<file path="config.mk">
export PLATFORM = sky130hd
export DESIGN_NAME = score_scan_display
export DESIGN_NICKNAME = d
export VERILOG_FILES = /design/src/rtl/score_pkg.sv /design/src/rtl/score_scan_display_seg7_bcd_decode.sv /design/src/rtl/score_scan_display.sv
export SDC_FILE = /design/constraint.sdc
export NUM_CORES = 1
export LEC_CHECK = 0
export CAP_MARGIN = 20
export CORE_MARGIN = 3
export CORE_UTILIZATION = 41
export DETAILED_ROUTE_END_ITERATION = 7
export MAX_ROUTING_LAYER = met4
export PLACE_DENSITY = 0.59
export SYNTH_ARGS = -nofsm -noshare
export SYNTH_HDL_FRONTEND = slang
export SYNTH_SLANG_ARGS = --single-unit
</file>
<file path="constraint.sdc">
create_clock -name clk -period 6.2 [get_ports clk]
set_input_delay 1.24 -clock clk [delete_from_list [all_inputs] [get_ports clk]]
set_output_delay 1.24 -clock clk [all_outputs]
set_load 0.02 [all_outputs]
</file>
<file path="src/rtl/score_pkg.sv">
// Shared constants for the score counter and its seven-segment display path.
package score_pkg;

  localparam int unsigned BCD_W = 4;
  localparam int unsigned SEG_W = 7;

  // Active-low segment codes, bit order gfedcba
  localparam logic [SEG_W-1:0] SEG_0     = 7'b1000000;
  localparam logic [SEG_W-1:0] SEG_1     = 7'b1111001;
  localparam logic [SEG_W-1:0] SEG_2     = 7'b0100100;
  localparam logic [SEG_W-1:0] SEG_3     = 7'b0110000;
  localparam logic [SEG_W-1:0] SEG_4     = 7'b0011001;
  localparam logic [SEG_W-1:0] SEG_5     = 7'b0010010;
  localparam logic [SEG_W-1:0] SEG_6     = 7'b0000010;
  localparam logic [SEG_W-1:0] SEG_7     = 7'b1111000;
  localparam logic [SEG_W-1:0] SEG_8     = 7'b0000000;
  localparam logic [SEG_W-1:0] SEG_9     = 7'b0010000;
  localparam logic [SEG_W-1:0] SEG_BLANK = 7'b1111111;

endpackage

</file>
<file path="src/rtl/score_scan_display_seg7_bcd_decode.sv">
// Combinational BCD nibble to active-low seven-segment code; out-of-range nibbles go blank.
module seg7_bcd_decode
  import score_pkg::*;
(
  input  logic [BCD_W-1:0] nibble,
  input  logic             blank,
  output logic [SEG_W-1:0] seg_c
);

  always_comb begin
    seg_c = SEG_BLANK;
    if (!blank) begin
      case (nibble)
        4'd0:    seg_c = SEG_0;
        4'd1:    seg_c = SEG_1;
        4'd2:    seg_c = SEG_2;
        4'd3:    seg_c = SEG_3;
        4'd4:    seg_c = SEG_4;
        4'd5:    seg_c = SEG_5;
        4'd6:    seg_c = SEG_6;
        4'd7:    seg_c = SEG_7;
        4'd8:    seg_c = SEG_8;
        4'd9:    seg_c = SEG_9;
        default: seg_c = SEG_BLANK;
      endcase
    end
  end

endmodule

</file>
<file path="src/rtl/score_scan_display.sv">
// Saturating multi-digit BCD score counter with a time-multiplexed seven-segment driver.
module score_scan_display
  import score_pkg::*;
#(
  parameter int unsigned DIGITS   = 4,
  parameter int unsigned SCAN_DIV = 50000,
  parameter int unsigned BLANK_LZ = 1
) (
  input  logic                    clk,
  input  logic                    rst,
  input  logic                    inc,
  input  logic                    clr,
  input  logic                    blank,
  output logic [BCD_W*DIGITS-1:0] score_bcd,
  output logic                    overflow,
  output logic [SEG_W-1:0]        seg,
  output logic [DIGITS-1:0]       an
);

  localparam int unsigned SCORE_W = BCD_W * DIGITS;
  localparam int unsigned CNT_W   = $clog2(SCAN_DIV);
  localparam int unsigned IDX_W   = (DIGITS > 1) ? $clog2(DIGITS) : 1;

  logic [CNT_W-1:0]   scan_cnt;
  logic [IDX_W-1:0]   digit_idx;
  logic [SCORE_W-1:0] score_inc_c;
  logic               all_nines_c;
  logic [DIGITS-1:0]  lz_c;
  logic [BCD_W-1:0]   cur_nib_c;
  logic               cur_lz_c;
  logic [SEG_W-1:0]   dec_seg_c;

  // Ripple decimal carry across all digits, resolved within one cycle
  always_comb begin
    logic             carry;
    logic [BCD_W-1:0] nib;
    score_inc_c = score_bcd;
    all_nines_c = 1'b1;
    carry       = 1'b1;
    nib         = '0;
    for (int k = 0; k < DIGITS; k++) begin
      nib = score_bcd[k*BCD_W +: BCD_W];
      if (nib != BCD_W'(9)) all_nines_c = 1'b0;
      if (carry) begin
        if (nib == BCD_W'(9)) begin
          score_inc_c[k*BCD_W +: BCD_W] = '0;
        end else begin
          score_inc_c[k*BCD_W +: BCD_W] = nib + BCD_W'(1);
          carry = 1'b0;
        end
      end
    end
  end

  always_ff @(posedge clk) begin
    if (rst) begin
      score_bcd <= '0;
      overflow  <= 1'b0;
    end else if (clr) begin
      score_bcd <= '0;
      overflow  <= 1'b0;
    end else if (inc) begin
      if (all_nines_c) overflow <= 1'b1;
      else             score_bcd <= score_inc_c;
    end
  end

  // Digit k is a leading zero when it and every higher digit are zero; units never blanks
  always_comb begin
    logic zero_run;
    lz_c     = '0;
    zero_run = 1'b1;
    for (int k = DIGITS - 1; k >= 1; k--) begin
      zero_run = zero_run & (score_bcd[k*BCD_W +: BCD_W] == '0);
      lz_c[k]  = (BLANK_LZ != 0) && zero_run;
    end
  end

  always_ff @(posedge clk) begin
    if (rst) begin
      scan_cnt  <= '0;
      digit_idx <= '0;
    end else if (scan_cnt == CNT_W'(SCAN_DIV - 1)) begin
      scan_cnt  <= '0;
      digit_idx <= (digit_idx == IDX_W'(DIGITS - 1)) ? '0 : digit_idx + IDX_W'(1);
    end else begin
      scan_cnt <= scan_cnt + CNT_W'(1);
    end
  end

  always_comb begin
    cur_nib_c = '0;
    cur_lz_c  = 1'b0;
    for (int k = 0; k < DIGITS; k++) begin
      if (digit_idx == IDX_W'(k)) begin
        cur_nib_c = score_bcd[k*BCD_W +: BCD_W];
        cur_lz_c  = lz_c[k];
      end
    end
  end

  seg7_bcd_decode u_decode (
    .nibble (cur_nib_c),
    .blank  (cur_lz_c),
    .seg_c  (dec_seg_c)
  );

  // seg and an share one register stage so they always switch together
  always_ff @(posedge clk) begin
    if (rst || blank) begin
      seg <= SEG_BLANK;
      an  <= '1;
    end else begin
      seg <= dec_seg_c;
      an  <= ~(DIGITS'(1) << digit_idx);
    end
  end

endmodule
</file>
==> run_summary.xml, run 1 <==
<?xml version="1.0" encoding="UTF-8"?>
<metrics>
  <group name="power">
    <metric name="power_frac_clock" unit="%">35.9</metric>
    <metric name="power.share.sequential" unit="%">58.3</metric>
    <metric name="power.density" unit="nW/um^2">192.5</metric>
    <metric name="p_int" unit="uW">403.8</metric>
    <metric name="switching_share" unit="%">22.28</metric>
    <metric name="switchingPower" unit="uW">115.8</metric>
    <metric name="power.static_leakage" unit="nW">0.9329</metric>
    <metric name="peakVddDrop" unit="mV">0.09295</metric>
    <metric name="comb_power_share" unit="%">5.8</metric>
  </group>
  <group name="timing">
    <metric name="layout_min_cycle_time" unit="ns">2.745</metric>
    <metric name="fmaxAchievable" unit="GHz">0.3643</metric>
    <metric name="setup_total_negative_slack" unit="ns">0</metric>
    <metric name="finClkSkew" unit="ns">0.007739</metric>
    <metric name="slew_headroom" unit="%">55.47</metric>
    <metric name="timing.final.max_slew_violations" unit="">0</metric>
    <metric name="final_min_period_over_clock_period" unit="%">44.28</metric>
    <metric name="worstMarginPinSlew" unit="ns">0.6680</metric>
    <metric name="layout_setup_ws" unit="ns">3.455</metric>
    <metric name="grt_setup_unrepaired" unit="">false</metric>
    <metric name="timing_hold_violations_final" unit="">0</metric>
    <metric name="setup_viol" unit="">0</metric>
  </group>
  <group name="critical_path">
    <metric name="worst_setup_path_startpoint" unit="">score_bcd[5]$_SDFFE_PP0P_</metric>
    <metric name="setup.worst_path.class" unit="">register to output port</metric>
    <metric name="crit_path_max_fanout" unit="">8</metric>
    <metric name="cp-start-kind" unit="">register</metric>
    <metric name="worst_path_largest_cell_delay" unit="ns">0.68</metric>
    <metric name="required_time_at_the_worst_slack_endpoint" unit="ns">4.96</metric>
    <metric name="end_kind" unit="">output port</metric>
    <metric name="critical_path_arrival" unit="ns">1.51</metric>
    <metric name="worst_r2r_startpoint" unit="">digit_idx[1]$_SDFFE_PP0N_</metric>
    <metric name="critical_path.slowest_cell" unit="">clkdlybuf4s50_1</metric>
    <metric name="worst_path_buf_inv" unit="">1</metric>
    <metric name="crit_path_cell_trace" unit="">clkdlybuf4s50_1</metric>
    <metric name="cp_top_family" unit="">buffers and inverters</metric>
  </group>
  <group name="clock_tree">
    <metric name="cts_hold_buffers" unit="">0</metric>
    <metric name="htree_levels" unit="">2</metric>
    <metric name="post_cts.resized_instances" unit="">0</metric>
    <metric name="cts_tree" unit="">done</metric>
    <metric name="cts_buffer_depth" unit="">2</metric>
    <metric name="clock_tree.root_cell" unit="">clkbuf_8</metric>
    <metric name="cts_buffers" unit="">5</metric>
    <metric name="post_cts_buffers" unit="">0</metric>
    <metric name="worst_setup_hold_path_clk_slew" unit="ns">0.08</metric>
    <metric name="cts.sinks" unit="">46</metric>
    <metric name="insertion_delay" unit="ns">0.30</metric>
  </group>
  <group name="die">
    <metric name="start_util" unit="%">43.50</metric>
    <metric name="io-pin-count" unit="">33</metric>
    <metric name="die_y" unit="um">80.55</metric>
    <metric name="die_area" unit="um^2">6488</metric>
    <metric name="die_x" unit="um">80.55</metric>
    <metric name="std_cell_rows" unit="">26</metric>
    <metric name="core_area" unit="um^2">5238</metric>
  </group>
  <group name="yosys">
    <metric name="postSynthNetCount" unit="">273</metric>
    <metric name="post_synth.cell_area_avg" unit="um^2">8.696</metric>
    <metric name="post_synth_instance_area" unit="um^2">2278</metric>
    <metric name="synth_edf_count" unit="">0</metric>
    <metric name="syn-instance-count" unit="">262</metric>
    <metric name="postSynthRegisterBits" unit="">46</metric>
    <metric name="yosysUniqueCellTypes" unit="">49</metric>
    <metric name="yosysWarnings" unit="">0</metric>
    <metric name="async_reset_ff_share" unit="%">0</metric>
    <metric name="synth-main-ff-cell" unit="">dfxtp_1</metric>
    <metric name="ys_seq_area_share" unit="%">40.42</metric>
  </group>
  <group name="drt">
    <metric name="post_drt_wl_per_cell" unit="um">12.77</metric>
    <metric name="postRouteAntennaNets" unit="">0</metric>
    <metric name="detail_route.wirelength" unit="um">4586</metric>
    <metric name="drtIter0Drc" unit="">90</metric>
    <metric name="vias_per_cell" unit="">5.078</metric>
    <metric name="route.vias.total" unit="">1823</metric>
    <metric name="first_pass_iters" unit="">4</metric>
    <metric name="route.detailed.drc" unit="">0</metric>
  </group>
  <group name="outcome">
    <metric name="run_status" unit="">finished, final reports clean</metric>
  </group>
  <group name="place">
    <metric name="globalplace.congestion" unit="">0.8186</metric>
    <metric name="hpwlAfterDp" unit="um">3280</metric>
    <metric name="portBuffers" unit="">32</metric>
    <metric name="place_ws" unit="ns">3.157</metric>
  </group>
  <group name="global_routing">
    <metric name="grt.total_usage" unit="%">16.33</metric>
    <metric name="first_global_vias" unit="">1706</metric>
    <metric name="global_route.overflow_total" unit="">0</metric>
    <metric name="pin_count_of_the_biggest_net_entering_global_routing" unit="">17</metric>
    <metric name="grt_first_pass_wirelength" unit="um">8010</metric>
    <metric name="antenna_found_initial" unit="">0</metric>
  </group>
  <group name="final_layout">
    <metric name="area_growth_syn_to_layout" unit="%">18.45</metric>
    <metric name="antenna_cells_inserted" unit="">0</metric>
    <metric name="layout.nets" unit="">299</metric>
    <metric name="post_route_cells_drive_above_1_share" unit="%">6.228</metric>
    <metric name="final.fill_count" unit="">513</metric>
    <metric name="mostFrequentLayoutCell" unit="">dfxtp_1</metric>
    <metric name="most_used_cells_in_the_layout_excluding_fill_and_tap_cells" unit="">dfxtp_1 (46), nor2_1 (41), clkdlybuf4s50_1 (32)</metric>
  </group>
  <group name="run">
    <metric name="maxCapViolCount" unit="">0</metric>
  </group>
  <group name="hold_path">
    <metric name="min-delay-start" unit="">scan_cnt[0]$_SDFF_PP0_</metric>
    <metric name="hold_path.class" unit="">register to register</metric>
  </group>
</metrics>
## power groups by stage
stage / logic, mW / clock network (mW) / registers, mW
2_1_floorplan: 0.0147 / 0 / 0.314
3_3_place_gp: 0.0303 / 0 / 0.310
3_5_place_dp: 0.0303 / 0 / 0.310
4_1_cts: 0.0304 / 0.196 / 0.303
5_1_grt: 0.0338 / 0.212 / 0.304
6_report: 0.0302 / 0.187 / 0.303
## flip-flops by register name (all words and copies together) (netlist names)
| signal | count |
|---|---|
| an | 4 |
| digit_idx | 2 |
| overflow | 1 |
| scan_cnt | 16 |
| score_bcd | 16 |
| seg | 7 |
## cells in the mapped netlist (2+ instances only)
master / count / area share, %
buf_2: 2 / 0.44
dfxtp_1: 46 / 40
clkbuf_1: 6 / 0.99
nor3_1: 7 / 1.5
nand2_1: 21 / 3.5
nand3b_1: 2 / 0.66
a21oi_1: 9 / 2.0
a211oi_1: 4 / 1.3
a21oi_2: 2 / 0.77
nor2b_1: 11 / 3.0
buf_6: 3 / 1.5
inv_1: 10 / 1.6
a31oi_1: 2 / 0.55
nand3_1: 8 / 1.8
a211oi_2: 2 / 1.1
and4bb_2: 2 / 1.1
xnor2_1: 13 / 5.0
or3_1: 3 / 0.82
nor2_1: 41 / 6.8
mux2i_1: 2 / 0.88
ha_1: 6 / 3.3
or2_2: 2 / 0.55
nor4_1: 5 / 1.4
and3_1: 2 / 0.55
nor3b_1: 3 / 0.99
o21ai_1: 4 / 0.88
nand4_1: 9 / 2.5
o21ai_0: 2 / 0.44
and3b_1: 2 / 0.77
xor2_1: 12 / 4.6
## metrics by stage
stage / hold slack (ns) / instance area [um^2] / util (%) / std cells / power [mW]
2_1_floorplan: 0.4300 / 2278 / - / 262 / 0.3283
3_3_place_gp: 0.4519 / 2608 / 49.79 / 351 / 0.3400
6_report: 0.4624 / 2699 / 51.53 / 359 / 0.5196
4_1_cts: 0.4733 / 2699 / 51.53 / 359 / 0.5296
5_1_grt: 0.5136 / 2699 / 51.53 / 359 / 0.5500
3_5_place_dp: 0.4531 / 2608 / 49.79 / 351 / 0.3401
## cell families after synthesis
logic type / share of synthesized area [%]
AO/OA/AOI/OAI: 12.19
XOR/XNOR: 9.610
adder cells (fa/ha/maj): 3.295
buffers and inverters: 5.107
flip-flops: 40.42
multiplexers: 0.8787
AND/OR/NAND/NOR: 28.50
## path summary, 6_finish.rpt
check                            to  slack [ns]  cells past startpoint
max reg2reg       seg[3]$_SDFF_PP1_        3.76                      8
min          scan_cnt[0]$_SDFF_PP0_        0.46                      1
max                    score_bcd[5]        3.45                      1
min reg2reg  scan_cnt[0]$_SDFF_PP0_        0.46                      1
## layout make-up
type / count / area [um^2] / area share [%]
Multi-Input combinational cell: 193 / 1241 / 45.99
Inverter: 10 / 37.54 / 1.391
Timing Repair Buffer: 32 / 320.3 / 11.87
Clock inverter: 1 / 5.005 / 0.1854
Clock buffer: 7 / 86.33 / 3.199
Tap cell: 70 / 87.58 / 3.245
Sequential cell: 46 / 920.9 / 34.12
## metal layers
layer	routed length, um	share of wire [%]	vias up	GRT usage [%]
li1	-	-	956	-
met1	2439	53	822	22.58
met2	1897	41	37	22.35
met3	171	3.7	8	3.812
met4	77	1.7	0	7.432
met5	0	0	-	-
(Power assumes the default switching activity.)
==> inputs of run 2 (changes only) <==
==> constraint.sdc (replaced) <==
create_clock -name clk -period 2.65 [get_ports clk]
set_input_delay 0.53 -clock clk [delete_from_list [all_inputs] [get_ports clk]]
set_output_delay 0.53 -clock clk [all_outputs]
set_load 0.02 [all_outputs]
==> run 2 against run 1 <==
Net effect: final area rose by 1.7%; sequential power rose by 130%; core utilization rose by 0.86 points; via count fell by 0.11%; hold slack improved by 0.018 ns; largest power group unchanged.
==> run_summary.xml, run 2 (synthesis results as in run 1) <==
<?xml version="1.0" encoding="UTF-8"?>
<metrics>
  <group name="outcome">
    <metric name="run_status" unit="">finished, final reports clean</metric>
  </group>
  <group name="critical_path">
    <metric name="reg2reg_setup_slack" unit="ns">0.31</metric>
    <metric name="setup.worst_path.class" unit="">register to register</metric>
    <metric name="worst_path_most_repeated_cell" unit="">ha_1</metric>
    <metric name="critical_path_arrival" unit="ns">2.53</metric>
    <metric name="required_time_at_the_worst_slack_endpoint" unit="ns">2.84</metric>
    <metric name="end_kind" unit="">register</metric>
    <metric name="depth_of_the_worst_register_to_register_path" unit="">6</metric>
    <metric name="crit_path_max_fanout" unit="">16</metric>
    <metric name="critical_path.slowest_cell" unit="">ha_1</metric>
    <metric name="worst_r2r_startpoint" unit="">digit_idx[0]$_SDFFE_PP0N_</metric>
    <metric name="worst_path_largest_cell_delay" unit="ns">0.57</metric>
    <metric name="cp-start-kind" unit="">register</metric>
    <metric name="crit_path_cell_trace" unit="">ha_1 -&gt; nor2_1 -&gt; a221oi_4 -&gt; ha_1 -&gt; a21oi_1 -&gt; or3b_1</metric>
    <metric name="critical_path.reg2reg.endpoint" unit="">seg[3]$_SDFF_PP1_</metric>
  </group>
  <group name="drt">
    <metric name="post_drt_wl_per_cell" unit="um">12.83</metric>
    <metric name="route.detailed.drc" unit="">0</metric>
    <metric name="first_pass_iters" unit="">4</metric>
    <metric name="route.vias.total" unit="">1821</metric>
    <metric name="vias_per_cell" unit="">5.030</metric>
    <metric name="detail_route.wirelength" unit="um">4644</metric>
    <metric name="drtIter0Drc" unit="">65</metric>
    <metric name="postRouteAntennaNets" unit="">0</metric>
  </group>
  <group name="global_routing">
    <metric name="grt.total_usage" unit="%">16.84</metric>
    <metric name="globalRouteMet3Util" unit="%">4.484</metric>
    <metric name="global_route.overflow_total" unit="">0</metric>
    <metric name="grt.met2_usage" unit="%">24.50</metric>
    <metric name="top_usage_layer" unit="">met2</metric>
    <metric name="antenna_found_initial" unit="">0</metric>
    <metric name="pin_count_of_the_biggest_net_entering_global_routing" unit="">17</metric>
    <metric name="met1_capacity_usage_during_global_routing" unit="%">22.43</metric>
    <metric name="first_global_vias" unit="">1763</metric>
    <metric name="grt_first_pass_wirelength" unit="um">8280</metric>
  </group>
  <group name="power">
    <metric name="power.static_leakage" unit="nW">0.9508</metric>
    <metric name="peakVddDrop" unit="mV">0.2208</metric>
    <metric name="power.density" unit="nW/um^2">475.7</metric>
  </group>
  <group name="die">
    <metric name="die_x" unit="um">80.55</metric>
    <metric name="std_cell_rows" unit="">26</metric>
    <metric name="die_y" unit="um">80.55</metric>
    <metric name="io-pin-count" unit="">33</metric>
    <metric name="core_area" unit="um^2">5238</metric>
    <metric name="die_area" unit="um^2">6488</metric>
    <metric name="start_util" unit="%">43.50</metric>
  </group>
  <group name="final_layout">
    <metric name="post_route_cells_drive_above_1_share" unit="%">7.534</metric>
    <metric name="final_util" unit="%">52.39</metric>
    <metric name="area_growth_syn_to_layout" unit="%">20.43</metric>
    <metric name="layout.nets" unit="">302</metric>
    <metric name="final.fill_count" unit="">516</metric>
    <metric name="mostFrequentLayoutCell" unit="">dfxtp_1</metric>
    <metric name="reg_top3" unit="">scan_cnt x16, score_bcd x16, seg x7</metric>
    <metric name="antenna_cells_inserted" unit="">0</metric>
    <metric name="most_used_cells_in_the_layout_excluding_fill_and_tap_cells" unit="">dfxtp_1 (46), nor2_1 (41), clkdlybuf4s50_1 (32)</metric>
  </group>
  <group name="clock_tree">
    <metric name="cts_buffer_depth" unit="">2</metric>
    <metric name="post_cts_buffers" unit="">0</metric>
    <metric name="cts_hold_buffers" unit="">0</metric>
    <metric name="htree_levels" unit="">2</metric>
    <metric name="worst_setup_hold_path_clk_slew" unit="ns">0.09</metric>
    <metric name="cts.sinks" unit="">46</metric>
    <metric name="cts_tree" unit="">done</metric>
    <metric name="insertion_delay" unit="ns">0.30</metric>
    <metric name="post_cts.resized_instances" unit="">0</metric>
    <metric name="clock_tree.root_cell" unit="">clkbuf_8</metric>
    <metric name="cts_buffers" unit="">5</metric>
  </group>
  <group name="timing">
    <metric name="timing_hold_violations_final" unit="">0</metric>
    <metric name="fmaxAchievable" unit="GHz">0.4270</metric>
    <metric name="setup_total_negative_slack" unit="ns">0</metric>
    <metric name="timing.final.max_slew_violations" unit="">0</metric>
    <metric name="finClkSkew" unit="ns">0.007816</metric>
    <metric name="setup_viol" unit="">0</metric>
    <metric name="layout_min_cycle_time" unit="ns">2.342</metric>
    <metric name="worstMarginPinSlew" unit="ns">0.6070</metric>
    <metric name="layout_setup_ws" unit="ns">0.3082</metric>
    <metric name="slew_headroom" unit="%">59.54</metric>
    <metric name="final_min_period_over_clock_period" unit="%">88.37</metric>
    <metric name="grt_setup_unrepaired" unit="">false</metric>
  </group>
  <group name="hold_path">
    <metric name="worstHoldEndpoint" unit="">scan_cnt[0]$_SDFF_PP0_</metric>
    <metric name="hold_depth" unit="">1</metric>
    <metric name="hold_path.class" unit="">register to register</metric>
    <metric name="min-delay-start" unit="">scan_cnt[0]$_SDFF_PP0_</metric>
  </group>
  <group name="place">
    <metric name="hpwlAfterDp" unit="um">3358</metric>
    <metric name="portBuffers" unit="">32</metric>
    <metric name="place_ws" unit="ns">0.3140</metric>
    <metric name="globalplace.congestion" unit="">0.7786</metric>
  </group>
  <group name="run">
    <metric name="maxCapViolCount" unit="">0</metric>
  </group>
</metrics>
-- run 2: power breakdown --
part | internal [mW] | total (mW) | switching, mW
Sequential | 0.702 | 0.709 | 0.00701
Combinational | 0.0332 | 0.0710 | 0.0378
Clock | 0.281 | 0.525 | 0.245
Total | 1.02 | 1.31 | 0.289
-- run 2: critical path, delay by kind of cell (launching register included) --
family / cells / cell delay (ns)
simple gates: 2 / 0.50
fa+ha+maj: 2 / 0.79
compound gates: 2 / 0.55
flops: 1 / 0.40
-- run 2: through the flow --
step	power (mW)	hold slack, ns	instances	instance area, um^2
after floorplan	0.7681	0.4300	262	2278
after global placement	0.7967	0.4507	354	2630
after detailed placement	0.7973	0.4519	354	2630
after CTS	1.330	0.4751	362	2744
after global routing	1.365	0.4958	362	2744
final	1.305	0.4809	362	2744
-- run 2: metal layers --
metal | vias to the layer above | wire (um) | share of wire [%]
met5 | - | 0 | 0
met1 | 823 | 2462 | 53
met2 | 30 | 1939 | 42
met4 | 0 | 74 | 1.6
li1 | 962 | - | -
met3 | 6 | 168 | 3.6
-- run 2: how the worst max path moves through the flow --
| stage | start | end | slack [ns] | depth (start not counted) |
|---|---|---|---|---|
| after floorplan | digit_idx[1]$_SDFFE_PP0N_ | seg[3]$_SDFF_PP1_ | 0.57 | 9 |
| after global routing | digit_idx[0]$_SDFFE_PP0N_ | seg[3]$_SDFF_PP1_ | 0.11 | 6 |
| final | digit_idx[0]$_SDFFE_PP0N_ | seg[3]$_SDFF_PP1_ | 0.31 | 6 |
| after global placement | blank | seg[3]$_SDFF_PP1_ | 0.37 | 6 |
| after detailed placement | digit_idx[0]$_SDFFE_PP0N_ | seg[3]$_SDFF_PP1_ | 0.31 | 6 |
| after CTS | digit_idx[0]$_SDFFE_PP0N_ | seg[3]$_SDFF_PP1_ | 0.31 | 6 |
-- run 2: area by class of cell --
| cell class | count | area [um^2] | share of cell area, % |
|---|---|---|---|
| Sequential cell | 46 | 920.9 | 33.56 |
| Tap cell | 70 | 87.58 | 3.192 |
| Inverter | 10 | 37.54 | 1.368 |
| Multi-Input combinational cell | 193 | 1241 | 45.23 |
| Timing Repair Buffer | 35 | 342.8 | 12.49 |
| Clock buffer | 5 | 68.82 | 2.508 |
| Clock inverter | 3 | 45.04 | 1.642 |
